**src/rtl/display_scan.sv**
```systemverilog
// display_scan: time-multiplexed driver for a common-cathode 7-segment display.
//
// Segment patterns are double-buffered. The host writes a staged copy with
// frame_wr, and the display only ever reads the shadow copy. The shadow copy
// is reloaded only at the start of a scan frame, so one frame never mixes old
// and new data. Each digit gets BLANK dead-time cycles and then DWELL drive
// cycles, and digits are scanned from index 0 up to NDIGITS-1.
//
// Ports
//   clk          system clock; all logic is on the rising edge
//   rst          synchronous, active-high reset
//   en           scan enable; 0 blanks the display and parks the scanner
//   frame_wr     one-cycle write strobe for frame_data
//   frame_data   packed {dp,g,f,e,d,c,b,a} per digit; digit 0 is in [7:0]
//   frame_busy   high while a written frame waits for its swap
//   frame_ack    one-cycle pulse when a staged frame becomes visible
//   frame_start  one-cycle pulse on the first cycle of each scan frame
//   seg_out      active-high segment drive
//   dig_n        active-low digit select; at most one bit is low
module display_scan #(
    parameter int NDIGITS = 4,
    parameter int DWELL   = 1000,
    parameter int BLANK   = 10
) (
    input  logic                   clk,
    input  logic                   rst,
    input  logic                   en,
    input  logic                   frame_wr,
    input  logic [8*NDIGITS-1:0]   frame_data,
    output logic                   frame_busy,
    output logic                   frame_ack,
    output logic                   frame_start,
    output logic [7:0]             seg_out,
    output logic [NDIGITS-1:0]     dig_n
);

    localparam int CMAX = (DWELL > BLANK) ? DWELL : BLANK;
    localparam int CW   = $clog2(CMAX + 1);
    localparam int IW   = (NDIGITS > 1) ? $clog2(NDIGITS) : 1;

    typedef enum logic [1:0] {
        S_IDLE  = 2'd0,
        S_BLANK = 2'd1,
        S_DRIVE = 2'd2
    } state_t;

    state_t                 state_q, state_d;
    logic [IW-1:0]          idx_q, idx_d;
    logic [CW-1:0]          cnt_q, cnt_d;
    logic [8*NDIGITS-1:0]   staged_q, staged_d;
    logic [8*NDIGITS-1:0]   shadow_q, shadow_d;
    logic                   pending_q, pending_d;
    logic [7:0]             seg_q, seg_d;
    logic [NDIGITS-1:0]     dig_n_q, dig_n_d;
    logic                   ack_q, ack_d;
    logic                   start_q, start_d;
    logic                   swap;

    // Split the shadow copy into one pattern per digit.
    logic [7:0] digit [NDIGITS];
    for (genvar gi = 0; gi < NDIGITS; gi++) begin : g_digit
        assign digit[gi] = shadow_q[gi*8 +: 8];
    end

    // Next-state logic. The outputs are derived from the next state, so they
    // register on the same edge as the state and have no combinational path
    // from the inputs.
    always_comb begin
        state_d = state_q;
        idx_d   = idx_q;
        cnt_d   = cnt_q;
        swap    = 1'b0;

        if (!en) begin
            state_d = S_IDLE;
            idx_d   = '0;
            cnt_d   = '0;
        end else begin
            case (state_q)
                S_IDLE: begin
                    state_d = S_BLANK;
                    idx_d   = '0;
                    cnt_d   = '0;
                    swap    = 1'b1;
                end
                S_BLANK: begin
                    if (cnt_q == CW'(BLANK - 1)) begin
                        state_d = S_DRIVE;
                        cnt_d   = '0;
                    end else begin
                        cnt_d = cnt_q + 1'b1;
                    end
                end
                S_DRIVE: begin
                    if (cnt_q == CW'(DWELL - 1)) begin
                        state_d = S_BLANK;
                        cnt_d   = '0;
                        if (idx_q == IW'(NDIGITS - 1)) begin
                            // Wrapping to digit 0 starts a new frame, which
                            // is the only place a swap may happen.
                            idx_d = '0;
                            swap  = 1'b1;
                        end else begin
                            idx_d = idx_q + 1'b1;
                        end
                    end else begin
                        cnt_d = cnt_q + 1'b1;
                    end
                end
                default: begin
                    state_d = S_IDLE;
                    idx_d   = '0;
                    cnt_d   = '0;
                end
            endcase
        end

        // A write on the swap edge wins: the swap consumes the old staged
        // value, and the new data stays pending for the next frame.
        staged_d  = frame_wr ? frame_data : staged_q;
        pending_d = frame_wr ? 1'b1 : (swap ? 1'b0 : pending_q);
        shadow_d  = (swap && pending_q) ? staged_q : shadow_q;

        start_d = swap;
        ack_d   = swap & pending_q;

        // The shadow copy is stable whenever the next state is DRIVE.
        seg_d   = (state_d == S_DRIVE) ? digit[idx_d] : 8'h00;
        dig_n_d = '1;
        for (int i = 0; i < NDIGITS; i++) begin
            if (state_d == S_DRIVE && idx_d == IW'(i)) begin
                dig_n_d[i] = 1'b0;
            end
        end
    end

    always_ff @(posedge clk) begin
        if (rst) begin
            state_q   <= S_IDLE;
            idx_q     <= '0;
            cnt_q     <= '0;
            staged_q  <= '0;
            shadow_q  <= '0;
            pending_q <= 1'b0;
            seg_q     <= 8'h00;
            dig_n_q   <= '1;
            ack_q     <= 1'b0;
            start_q   <= 1'b0;
        end else begin
            state_q   <= state_d;
            idx_q     <= idx_d;
            cnt_q     <= cnt_d;
            staged_q  <= staged_d;
            shadow_q  <= shadow_d;
            pending_q <= pending_d;
            seg_q     <= seg_d;
            dig_n_q   <= dig_n_d;
            ack_q     <= ack_d;
            start_q   <= start_d;
        end
    end

    assign frame_busy  = pending_q;
    assign frame_ack   = ack_q;
    assign frame_start = start_q;
    assign seg_out     = seg_q;
    assign dig_n       = dig_n_q;

endmodule

```
**config.mk**
```make
export PLATFORM = sky130hd
export DESIGN_NAME = display_scan
export DESIGN_NICKNAME = d
export VERILOG_FILES = /design/src/rtl/display_scan.sv
export SDC_FILE = /design/constraint.sdc
export NUM_CORES = 1
export LEC_CHECK = 0
export ABC_AREA = 1
export CAP_MARGIN = 20
export CORE_UTILIZATION = 58
export DETAILED_ROUTE_END_ITERATION = 10
export HOLD_SLACK_MARGIN = 0.03
export PLACE_DENSITY = 0.84
export SETUP_SLACK_MARGIN = 0.02
export SLEW_MARGIN = 20
export SYNTH_ARGS = -nofsm -noshare
export SYNTH_HDL_FRONTEND = slang
export SYNTH_SLANG_ARGS = --single-unit
```
**constraint.sdc**
```tcl
create_clock -name clk -period 4.9 [get_ports clk]
set_input_delay 1.225 -clock clk [delete_from_list [all_inputs] [get_ports clk]]
set_output_delay 1.225 -clock clk [all_outputs]
set_load 0.05 [all_outputs]
```
### After elaboration in Yosys (flattened, before gate mapping)

Cells that the tools add are included.

* register bits after elaboration: 93
* input bits: 36
* output and inout bits: 15
* logic and storage cells: 60

* add/subtract/negate cells: 2
* order comparisons: 1
* eq/ne operators: 9
* muxes and demuxes: 24
* bitwise logic cells: 4
* reduce and logical (&&, ||, !) cells: 10

Operator list (number)
* $mux W10: 2
* $pmux W10 S2: 1
* $bmux W8 S2: 1
* $mux W8: 2
* $mux W2: 6
* $add A10 B1 Y10 const B: 1
* $eq A10 B10 Y1 const B: 1
* $eq A10 B4 Y1 const B: 1
* $eq A2 B2 Y1 const B: 5
* $mux W1: 9
* $pmux W2 S3: 1
* $logic_and A1 B1 Y1: 5
* $eq A2 B1 Y1 const B: 2
* $logic_not A2 Y1: 2
* $pmux W2 S2: 1
* $reduce_or A2 Y1: 2
* $ge A3 B3 Y1 const B: 1
* $not A2 Y3: 1
* $add A2 B1 Y2 const B: 1
* $not A1 Y1: 2
* $pmux W1 S2: 1
* $reduce_bool A2 Y1: 1
* $and A1 B1 Y1: 1

### Depth between registers and ports, before layout

Gate-level depths: netlist of run 1.

* word-level depth: 9
* gate-level depth with buffers: 12

### Worst setup path after synthesis of run 1

OpenSTA, ideal clock, no wires.

* kind: input-to-reg
* start: in en
* end: reg seg_q[7], in the netlist seg_out[7]
* setup time: 0.119 ns
* arrival: 2.135 ns
* slack: 2.647 ns
* stages: 9
* path buffers: 2
* cells stage by stage: buf_2 > nand2_1 > a21oi_4 > nand2_1 > buf_4 > nand2_1 > nand2_1 > nand2_1 > a21oi_1

* cells in the longest elaborated chain, start to end: 5
* elaborated cells between the ends (all ways): 9
* classes of those cells: eq/ne (1); mux (5); bitwise (2); reduce/logical (1)

RTL lines
* from (decl): RTL line 27 `input logic en,`
* $mux W2: RTL line 74 `if (!en) begin`
* $not A2 Y3 (implied by the code): RTL line 128 `seg_d = (state_d == S_DRIVE) ? digit[idx_d] : 8'h00;`
* $bmux W8 S2: RTL line 128
* $mux W8 (implied by the code) (2 in series): RTL line 128
* to (signal assigned): RTL line 156 `seg_q <= seg_d;`
* to (decl): RTL line 53 `logic [7:0] seg_q, seg_d;`

Several ways; a longest one is shown, not always the timed one. The select of a mux whose other input is x is not followed.
A chain may end at the register's enable or synchronous reset.

### Worst setup path after layout of run 1

* start: in en
* end: reg seg_q[6], in the netlist seg_out[6]

Same word-level chain as after synthesis.

==> impl_metrics.ini, run 1 <==
[routing]
post_drt_via_cell_ratio = 5.47
ant_nets = 0
drcViolationCount = 0
drtIter0Drc = 293
wl_um = 8310
drt-pass1-iter-count = 5
wire_per_inst_um = 13.4
routed-via-count = 3395

[critical_path]
critPathMaxFanout = 37
start_kind = input port
crit_arrival_ps = 3520
cp_num_buf_inv = 2
setup.worst_path.end_class = flip-flop
worstPathCellList = clkdlybuf4s50_1, buf_4, nand2_1, a21oi_4, nand2_1, nand2_1, nand2_1, nand2_1, a21oi_1
reg2reg_depth = 10
cpMaxStageDelayCell = nand2_1
startpoint = en
rrSetupSlack_ps = 2470
r2r_end = shadow_q[29]$_SDFFE_PP0P_
crit_family = simple AND/OR/NAND/NOR gates
cp_common_cell = nand2_1
required_ps = 5150
critical_path_class = input port to flip-flop
regToRegStartpoint = cnt_q[0]$_SDFF_PP0_
max_stage_delay_ps = 500

[clock_network]
clk-insertion-delay-late_ps = 360
postCtsHoldBufs = 0
tritoncts = yes
path_clk_slew_ps = 90
postCtsSetupRepairBufs = 0
cts_sinks = 93
cts_resized = 0
cts_buffers = 9
cts_root_buf = clkbuf_8
cts.htree.levels = 3
cts_buffer_depth = 2

[yosys]
avgSynthCellArea_um2 = 7.54
yosys-top-cells-area = dfxtp_1, nand2_1, nor2_1
synth_seq_cells = 93
synth_nets = 549
seq_area_frac_synth_pct = 48.8
netlist.area_leader.share_pct = 48.8
synthCells = 506
synth_area_leader_cell = dfxtp_1
syn_area_mm2 = 0.00382
ys_warn_count = 0
synth.distinct_cells = 27

[finish]
area_growth_pct = 18.1
layout-drive-gt1-share_pct = 6.62
nets = 582
layout_common_cells = nand2_1, dfxtp_1, nor2_1
num_antenna_cells = 0
final_common_cell = nand2_1

[min_path]
hold_start = shadow_q[14]$_SDFFE_PP0P_
worstHoldPathCells = 2
holdPathEnd = shadow_q[14]$_SDFFE_PP0P_
min_path_type = flip-flop to flip-flop

[placed_design]
io_buffer_count = 50
hpwlAfterDp_um = 5560
gp_congestion = 0.824

[power]
combPwrFrac_pct = 7.8
p_clk_share_pct = 38.2
switching_share_pct = 23.8
seqPwrFrac_pct = 54.0
leakagePower_nw = 1.73
p_int_w = 0.00112
vdd_drop_max_uv = 220
p_switching_w = 0.000350
power_density_mw_per_mm2 = 326

[sta]
finalClockSkew_ps = 6.23
rsz0062_at_grt = false
fmax_mhz = 305
drv_slew = 0
worst_pin_slew_ps = 868
finalCriticalPeriod_ps = 3270
hold_viol = 0
min_period_over_period_pct = 66.8
timing.hold.ws_ps = 469
tns_ps = 0
slew_headroom_pct = 42.1
setup_violations = 0

[floorplanning]
core_region_area_mm2 = 0.00635
pin_count = 51
num_rows = 29
fp.dieW_um = 83.1
die_area_mm2 = 0.00691
start_util_pct = 60.1
die_y_um = 83.1

[global_route]
antenna_found_initial = 0
grt_max_degree = 39
gr-usage-met2_pct = 40.5
grt_use_met1_pct = 35.4
busiest_layer = met2
grtUsageTotal_pct = 26.1
grtUsageMet3_pct = 4.77
grt_pass1_vias = 3236
grt_overflow_total = 0
grt_pass1_wl_um = 14700

[job]
drv_cap = 0

[run_status]
outcome = finished clean
-- sequential cells by signal (all words and copies together) (netlist names) --
| register | cells |
|---|---|
| state_q | 2 |
| staged_q | 32 |
| cnt_q | 10 |
| frame_start | 1 |
| shadow_q | 32 |
| frame_busy | 1 |
| frame_ack | 1 |
| idx_q | 2 |
| seg_out | 8 |
| dig_n | 4 |
-- layout make-up --
class | instances | area, µm²
clock inverter | 7 | 96.3
tap | 77 | 96.3
clock buffer | 9 | 124
multi-input combinational | 358 | 1710
inverter | 23 | 86.3
sequential | 93 | 1860
fill | 508 | 1840
timing repair buffer | 54 | 531
-- power groups by stage --
stage	Sequential [W]	Clock (W)	Combinational [W]
3_3_place_gp	0.000811	0	0.000109
4_1_cts	0.000794	0.000568	0.000114
3_5_place_dp	0.000812	0	0.000112
5_1_grt	0.000798	0.000605	0.000129
2_1_floorplan	0.000812	0	0.0000658
6_report	0.000795	0.000562	0.000114
-- worst max-delay path by stage --
stage,cells after the start,slack [ps],endpoint
after floorplan,9,2650,seg_out[7]$_SDFF_PP0_
after global placement,9,1450,seg_out[2]$_SDFF_PP0_
after detailed placement,7,1350,dig_n[3]$_SDFF_PP1_
after CTS,9,1680,seg_out[6]$_SDFF_PP0_
after global routing,9,1400,seg_out[2]$_SDFF_PP0_
final,9,1630,seg_out[6]$_SDFF_PP0_
-- worst min-delay path: cells and delay by family (launching register included) --
| family | cells | cell delay, ps |
|---|---|---|
| flops | 1 | 320 |
| compound gates | 1 | 50 |
| simple gates | 1 | 60 |
-- synth_stat cells --
| cell | count |
|---|---|
| a211oi_1 | 1 |
| a21oi_1 | 44 |
| a21oi_2 | 1 |
| a21oi_4 | 1 |
| buf_1 | 5 |
| buf_2 | 5 |
| buf_4 | 6 |
| buf_6 | 1 |
| clkbuf_1 | 15 |
| dfxtp_1 | 93 |
| ha_1 | 7 |
| inv_1 | 20 |
| inv_2 | 3 |
| nand2_1 | 107 |
| nand2_2 | 5 |
| nand2_4 | 1 |
| nand3_1 | 26 |
| nand3_2 | 1 |
| nand4_1 | 38 |
| nor2_1 | 80 |
| nor2_2 | 3 |
| nor3_1 | 5 |
| nor3b_1 | 1 |
| nor4_1 | 1 |
| o21ai_0 | 32 |
| or2_2 | 1 |
| xor2_1 | 3 |
-- per-layer routing --
metal,up-vias,routed length (µm)
li1,1742,-
met1,1516,3880
met2,119,3780
met3,18,434
met4,0,213
met5,-,0
-- cell families (layout without fill, tap and decap cells) --
group	Yosys count	in the layout	synth area share, %
fa+ha+maj	7	7	2.29
buf+inv	55	93	6.36
flops	93	93	48.8
simple gates	269	269	31.1
compound gates	79	79	10.8
xor+xnor	3	3	0.688
-- through the flow --
stage | instances | worst slack [ps] | util [%] | instance area [µm²] | power, W
finish | 621 | 1630 | 71.0 | 4510 | 0.00147
global route | 621 | 1400 | 71.0 | 4510 | 0.00153
CTS | 621 | 1680 | 71.0 | 4510 | 0.00148
detailed placement | 605 | 1350 | 67.5 | 4290 | 0.000924
global placement | 605 | 1450 | 67.5 | 4290 | 0.000921
floorplan | 506 | 2650 | - | 3820 | 0.000878
Note: power is estimated with default switching activity, not from simulation.
==> run 2, diff against run 1 <==
- CORE_UTILIZATION: 58 -> 54
- PLACE_DENSITY: 0.84 -> 0.79
- clock period: 4.9 -> 3.3 ns (I/O delays scaled with it)
==> run 2 against run 1 <==
Combinational power increased by 49%; worst setup slack got worse by 790 ps; total power increased by 44%; count of clock-buffer cells in the layout increased by 2; sequential cell count unchanged; die area increased by 7.2%; critical path type is now flip-flop to flip-flop; critical endpoint is now shadow_q[21]$_SDFFE_PP0P_; largest power group unchanged.
==> impl_metrics.ini, run 2 (synthesis gave the netlist of run 1 again) <==
[floorplanning]
fp.dieW_um = 86.1
pin_count = 51
core_region_area_mm2 = 0.00679
die_y_um = 86.1
num_rows = 30
start_util_pct = 56.2
die_area_mm2 = 0.00741

[clock_network]
clk-insertion-delay-late_ps = 380
postCtsSetupRepairBufs = 0
cts_root_buf = clkbuf_8
cts.htree.levels = 3
cts_sinks = 93
cts_buffer_depth = 2
cts_resized = 0
cts_buffers = 9
tritoncts = yes
postCtsHoldBufs = 0
path_clk_slew_ps = 90

[power]
power_density_mw_per_mm2 = 468
leakagePower_nw = 1.72
vdd_drop_max_uv = 234

[global_route]
grt_overflow_total = 0
antenna_found_initial = 0
grt_max_degree = 38
grt_pass1_wl_um = 14600
grt_pass1_vias = 3062
grtUsageTotal_pct = 25.3

[routing]
drt-pass1-iter-count = 6
ant_nets = 0
drcViolationCount = 0
wl_um = 8500
routed-via-count = 3390
wire_per_inst_um = 13.2
post_drt_via_cell_ratio = 5.28
drtIter0Drc = 229

[placed_design]
gp_congestion = 0.811
io_buffer_count = 50
postPlaceCellArea_mm2 = 0.00433
hpwlAfterDp_um = 5690

[sta]
finalCriticalPeriod_ps = 2470
slew_headroom_pct = 40.9
rsz0062_at_grt = false
worst_pin_slew_ps = 886
min_period_over_period_pct = 74.8
hold_viol = 0
fmax_mhz = 405
tns_ps = 0
finalClockSkew_ps = 14.5
setup_violations = 0
drv_slew = 0

[min_path]
min_path_type = flip-flop to flip-flop
hold_start = shadow_q[26]$_SDFFE_PP0P_

[critical_path]
setup.worst_path.end_class = flip-flop
critical_path_class = flip-flop to flip-flop
rrSetupSlack_ps = 830
critPathMaxFanout = 34
required_ps = 3550
crit_arrival_ps = 2710
start_kind = flip-flop
regToRegStartpoint = cnt_q[0]$_SDFF_PP0_
startpoint = cnt_q[0]$_SDFF_PP0_

[job]
drv_cap = 0

[finish]
layout_common_cells = nand2_1, dfxtp_1, nor2_1
fillers = 590
largestRegisters = shadow_q (32), staged_q (32), cnt_q (10)
nets = 584
area_growth_pct = 18.6
layout-drive-gt1-share_pct = 6.78
final_common_cell = nand2_1
num_antenna_cells = 0
final_area_mm2 = 0.00453

[run_status]
outcome = finished clean
-- run 2: cell count changes in the layout (fill, tap and decap cells not counted) --
cell        previous run  this run
inv_6                  3         0
buf_4                  4         6
clkinv_4               0         2
bufinv_16              2         1
clkbuf_1               0         1
clkbuf_8               9        10
clkinv_2               2         1
clkinvlp_4             0         1
-- run 2: final timing paths --
path | end | depth (start not counted)
worst max-delay path | shadow_q[21]$_SDFFE_PP0P_ | 10
worst min-delay path | shadow_q[26]$_SDFFE_PP0P_ | 2
worst max register to register | shadow_q[21]$_SDFFE_PP0P_ | 10
worst min register to register | shadow_q[26]$_SDFFE_PP0P_ | 2
-- run 2: final cells by class --
class                           instances  area (µm²)  area share (%)
Sequential cell                        93        1860            41.1
Multi-Input combinational cell        358        1710            37.8
Timing Repair Buffer                   56         546            12.0
Clock buffer                           11         141            3.12
Tap cell                               96         120            2.65
Inverter                               23        86.3            1.91
Clock inverter                          5        60.1            1.33
-- run 2: worst max-delay path, cell delays in order (launching register included) --
cell,delay [ps]
dfxtp_1,410
ha_1,210
nand2_2,90
inv_2,70
nand4_1,100
nor2_1,150
nand2_1,110
nand2_4,290
nand3_2,580
nand2_1,240
a21oi_1,80
-- run 2: power breakdown --
| group | internal (W) | leakage (nW) | switching (W) |
|---|---|---|---|
| clock | 0.000372 | 0.0995 | 0.000397 |
| combinational | 0.0000727 | 0.864 | 0.0000971 |
| sequential | 0.00116 | 0.759 | 0.0000224 |
-- run 2: metrics by stage --
stage               worst slack, ps  utilization [%]  hold slack (ps)  instances  power (W)
floorplan                      1450                -              440        506    0.00130
global placement                669             63.7              455        626    0.00137
detailed placement              604             63.7              460        626    0.00138
CTS                             831             66.6              472        642    0.00212
global route                    420             66.6              491        642    0.00221
finish                          831             66.6              471        642    0.00212
-- run 2: layer usage --
metal  track usage, %  wire length, µm  up-vias
li1                 -                -     1746
met1             35.7             4160     1536
met2             36.7             3780       93
met3             5.97              382       15
met4             10.9              172        0
met5                0                0        -
==> run 3, diff against run 2 <==
- clock period: 3.3 -> 2.3 ns (I/O delays scaled with it)
==> run 3 against run 2 <==
Sequential share of layout area is 0.65 points lower; combinational power is 47% higher; sequential power is 44% higher; routed wire length is 0.91% lower; total power is 46% higher; global-route usage is 0.52 points lower; first-iteration DRC count is 35% higher; clock skew is 7.1 ps lower; non-clock buffer count is 5 higher; die area stayed put; clock power is 51% higher; hold slack worse by 4.5 ps.
==> impl_metrics.ini, run 3 (synthesis gave the netlist of run 1 again) <==
[min_path]
min_path_type = flip-flop to flip-flop
hold_start = shadow_q[15]$_SDFFE_PP0P_

[critical_path]
regToRegStartpoint = cnt_q[0]$_SDFF_PP0_
cpMaxStageDelayCell = clkdlybuf4s50_1
setup.worst_path.end_class = output port
cp.depth = 1
rrSetupSlack_ps = 310
r2r_end = shadow_q[19]$_SDFFE_PP0P_
start_kind = flip-flop
cp_num_buf_inv = 1
startpoint = seg_out[5]$_SDFF_PP0_
crit_end = seg_out[5]
critPathMaxFanout = 1
worstPathCellList = clkdlybuf4s50_1
max_stage_delay_ps = 800
crit_arrival_ps = 1490
required_ps = 1730
critical_path_class = flip-flop to output port
crit_family = buffers and inverters
reg2reg_depth = 10

[clock_network]
cts_resized = 0
path_clk_slew_ps = 80
tritoncts = yes
cts_sinks = 93
cts_root_buf = clkbuf_8
postCtsSetupRepairBufs = 0
postCtsHoldBufs = 0
cts_buffer_depth = 2
cts_buffers = 9
cts.htree.levels = 3
clk-insertion-delay-late_ps = 350

[placed_design]
io_buffer_count = 50
gp_congestion = 0.834
hpwlAfterDp_um = 5760

[routing]
wl_um = 8430
routed-via-count = 3436
drt-pass1-iter-count = 4
ant_nets = 0
post_drt_via_cell_ratio = 5.32
drcViolationCount = 0
wire_per_inst_um = 13.0
drtIter0Drc = 309

[finish]
num_antenna_cells = 0
largestRegisters = shadow_q (32), staged_q (32), cnt_q (10)
layout-drive-gt1-share_pct = 7.64
layout_common_cells = nand2_1, dfxtp_1, nor2_1
area_growth_pct = 20.5
final_common_cell = nand2_1
nets = 589

[power]
power_density_mw_per_mm2 = 674
power_w = 0.00310
vdd_drop_max_uv = 365
leakagePower_nw = 1.76

[sta]
hold_viol = 0
drv_slew = 0
fmax_mhz = 484
rsz0062_at_grt = false
setup_violations = 0
finalClockSkew_ps = 7.35
slew_headroom_pct = 40.6
min_period_over_period_pct = 89.8
worst_pin_slew_ps = 889
finalCriticalPeriod_ps = 2070
tns_ps = 0

[floorplanning]
fp.dieW_um = 86.1
core_region_area_mm2 = 0.00679
num_rows = 30
pin_count = 51
start_util_pct = 56.2
die_area_mm2 = 0.00741
die_y_um = 86.1

[run_status]
outcome = finished clean

[global_route]
grt_pass1_vias = 3100
grtUsageTotal_pct = 24.7
grt_max_degree = 38
grt_pass1_wl_um = 14400
antenna_found_initial = 0
grt_overflow_total = 0

[job]
drv_cap = 0
-- run 3: changes by cell type in the layout (fill, tap and decap cells not counted), sizes merged --
cell           delta
buf               +6
bufinv            +1
clkdlybuf4s50     -1
clkinv            -2
-- run 3: cell type report --
| class | count | area (µm²) |
|---|---|---|
| Clock inverter | 4 | 72.6 |
| Clock buffer | 11 | 141 |
| Tap cell | 96 | 120 |
| Inverter | 23 | 86.3 |
| Timing Repair Buffer | 61 | 593 |
| Fill cell | 580 | 2190 |
| Multi-Input combinational cell | 358 | 1730 |
| Sequential cell | 93 | 1860 |
-- run 3: worst min path at each step --
| stage | endpoint | slack, ps | depth (start not counted) |
|---|---|---|---|
| 3_5_place_dp | shadow_q[15]$_SDFFE_PP0P_ | 450 | 2 |
| 5_1_grt | shadow_q[0]$_SDFFE_PP0P_ | 490 | 2 |
| 2_1_floorplan | shadow_q[7]$_SDFFE_PP0P_ | 440 | 2 |
| 6_report | shadow_q[15]$_SDFFE_PP0P_ | 470 | 2 |
| 4_1_cts | shadow_q[15]$_SDFFE_PP0P_ | 460 | 2 |
| 3_3_place_gp | shadow_q[15]$_SDFFE_PP0P_ | 450 | 2 |
-- run 3: layer usage --
metal / up-vias / share of wire [%] / global-route usage (%)
met5: - / 0 / 0
met2: 100 / 46 / 38.2
met1: 1566 / 46 / 33.7
li1: 1751 / - / -
met3: 19 / 5.5 / 3.66
met4: 0 / 2.5 / 12.4
-- run 3: per-stage QoR --
stage | std cells | instance area [µm²] | hold WS (ps) | setup slack (ps) | utilization (%)
after floorplan | 506 | 3820 | 440 | 697 | -
after global placement | 631 | 4370 | 448 | 156 | 64.4
after detailed placement | 631 | 4370 | 454 | 114 | 64.4
after CTS | 646 | 4590 | 464 | 96.6 | 67.5
after global routing | 646 | 4600 | 486 | 72.0 | 67.7
final | 646 | 4600 | 467 | 234 | 67.7
-- run 3: where the power goes --
group / total, W / switching [W] / internal (W)
Clock: 0.00116 / 0.000523 / 0.000634
Sequential: 0.00170 / 0.0000315 / 0.00166
Combinational: 0.000250 / 0.000140 / 0.000110
Total: 0.00310 / 0.000695 / 0.00241
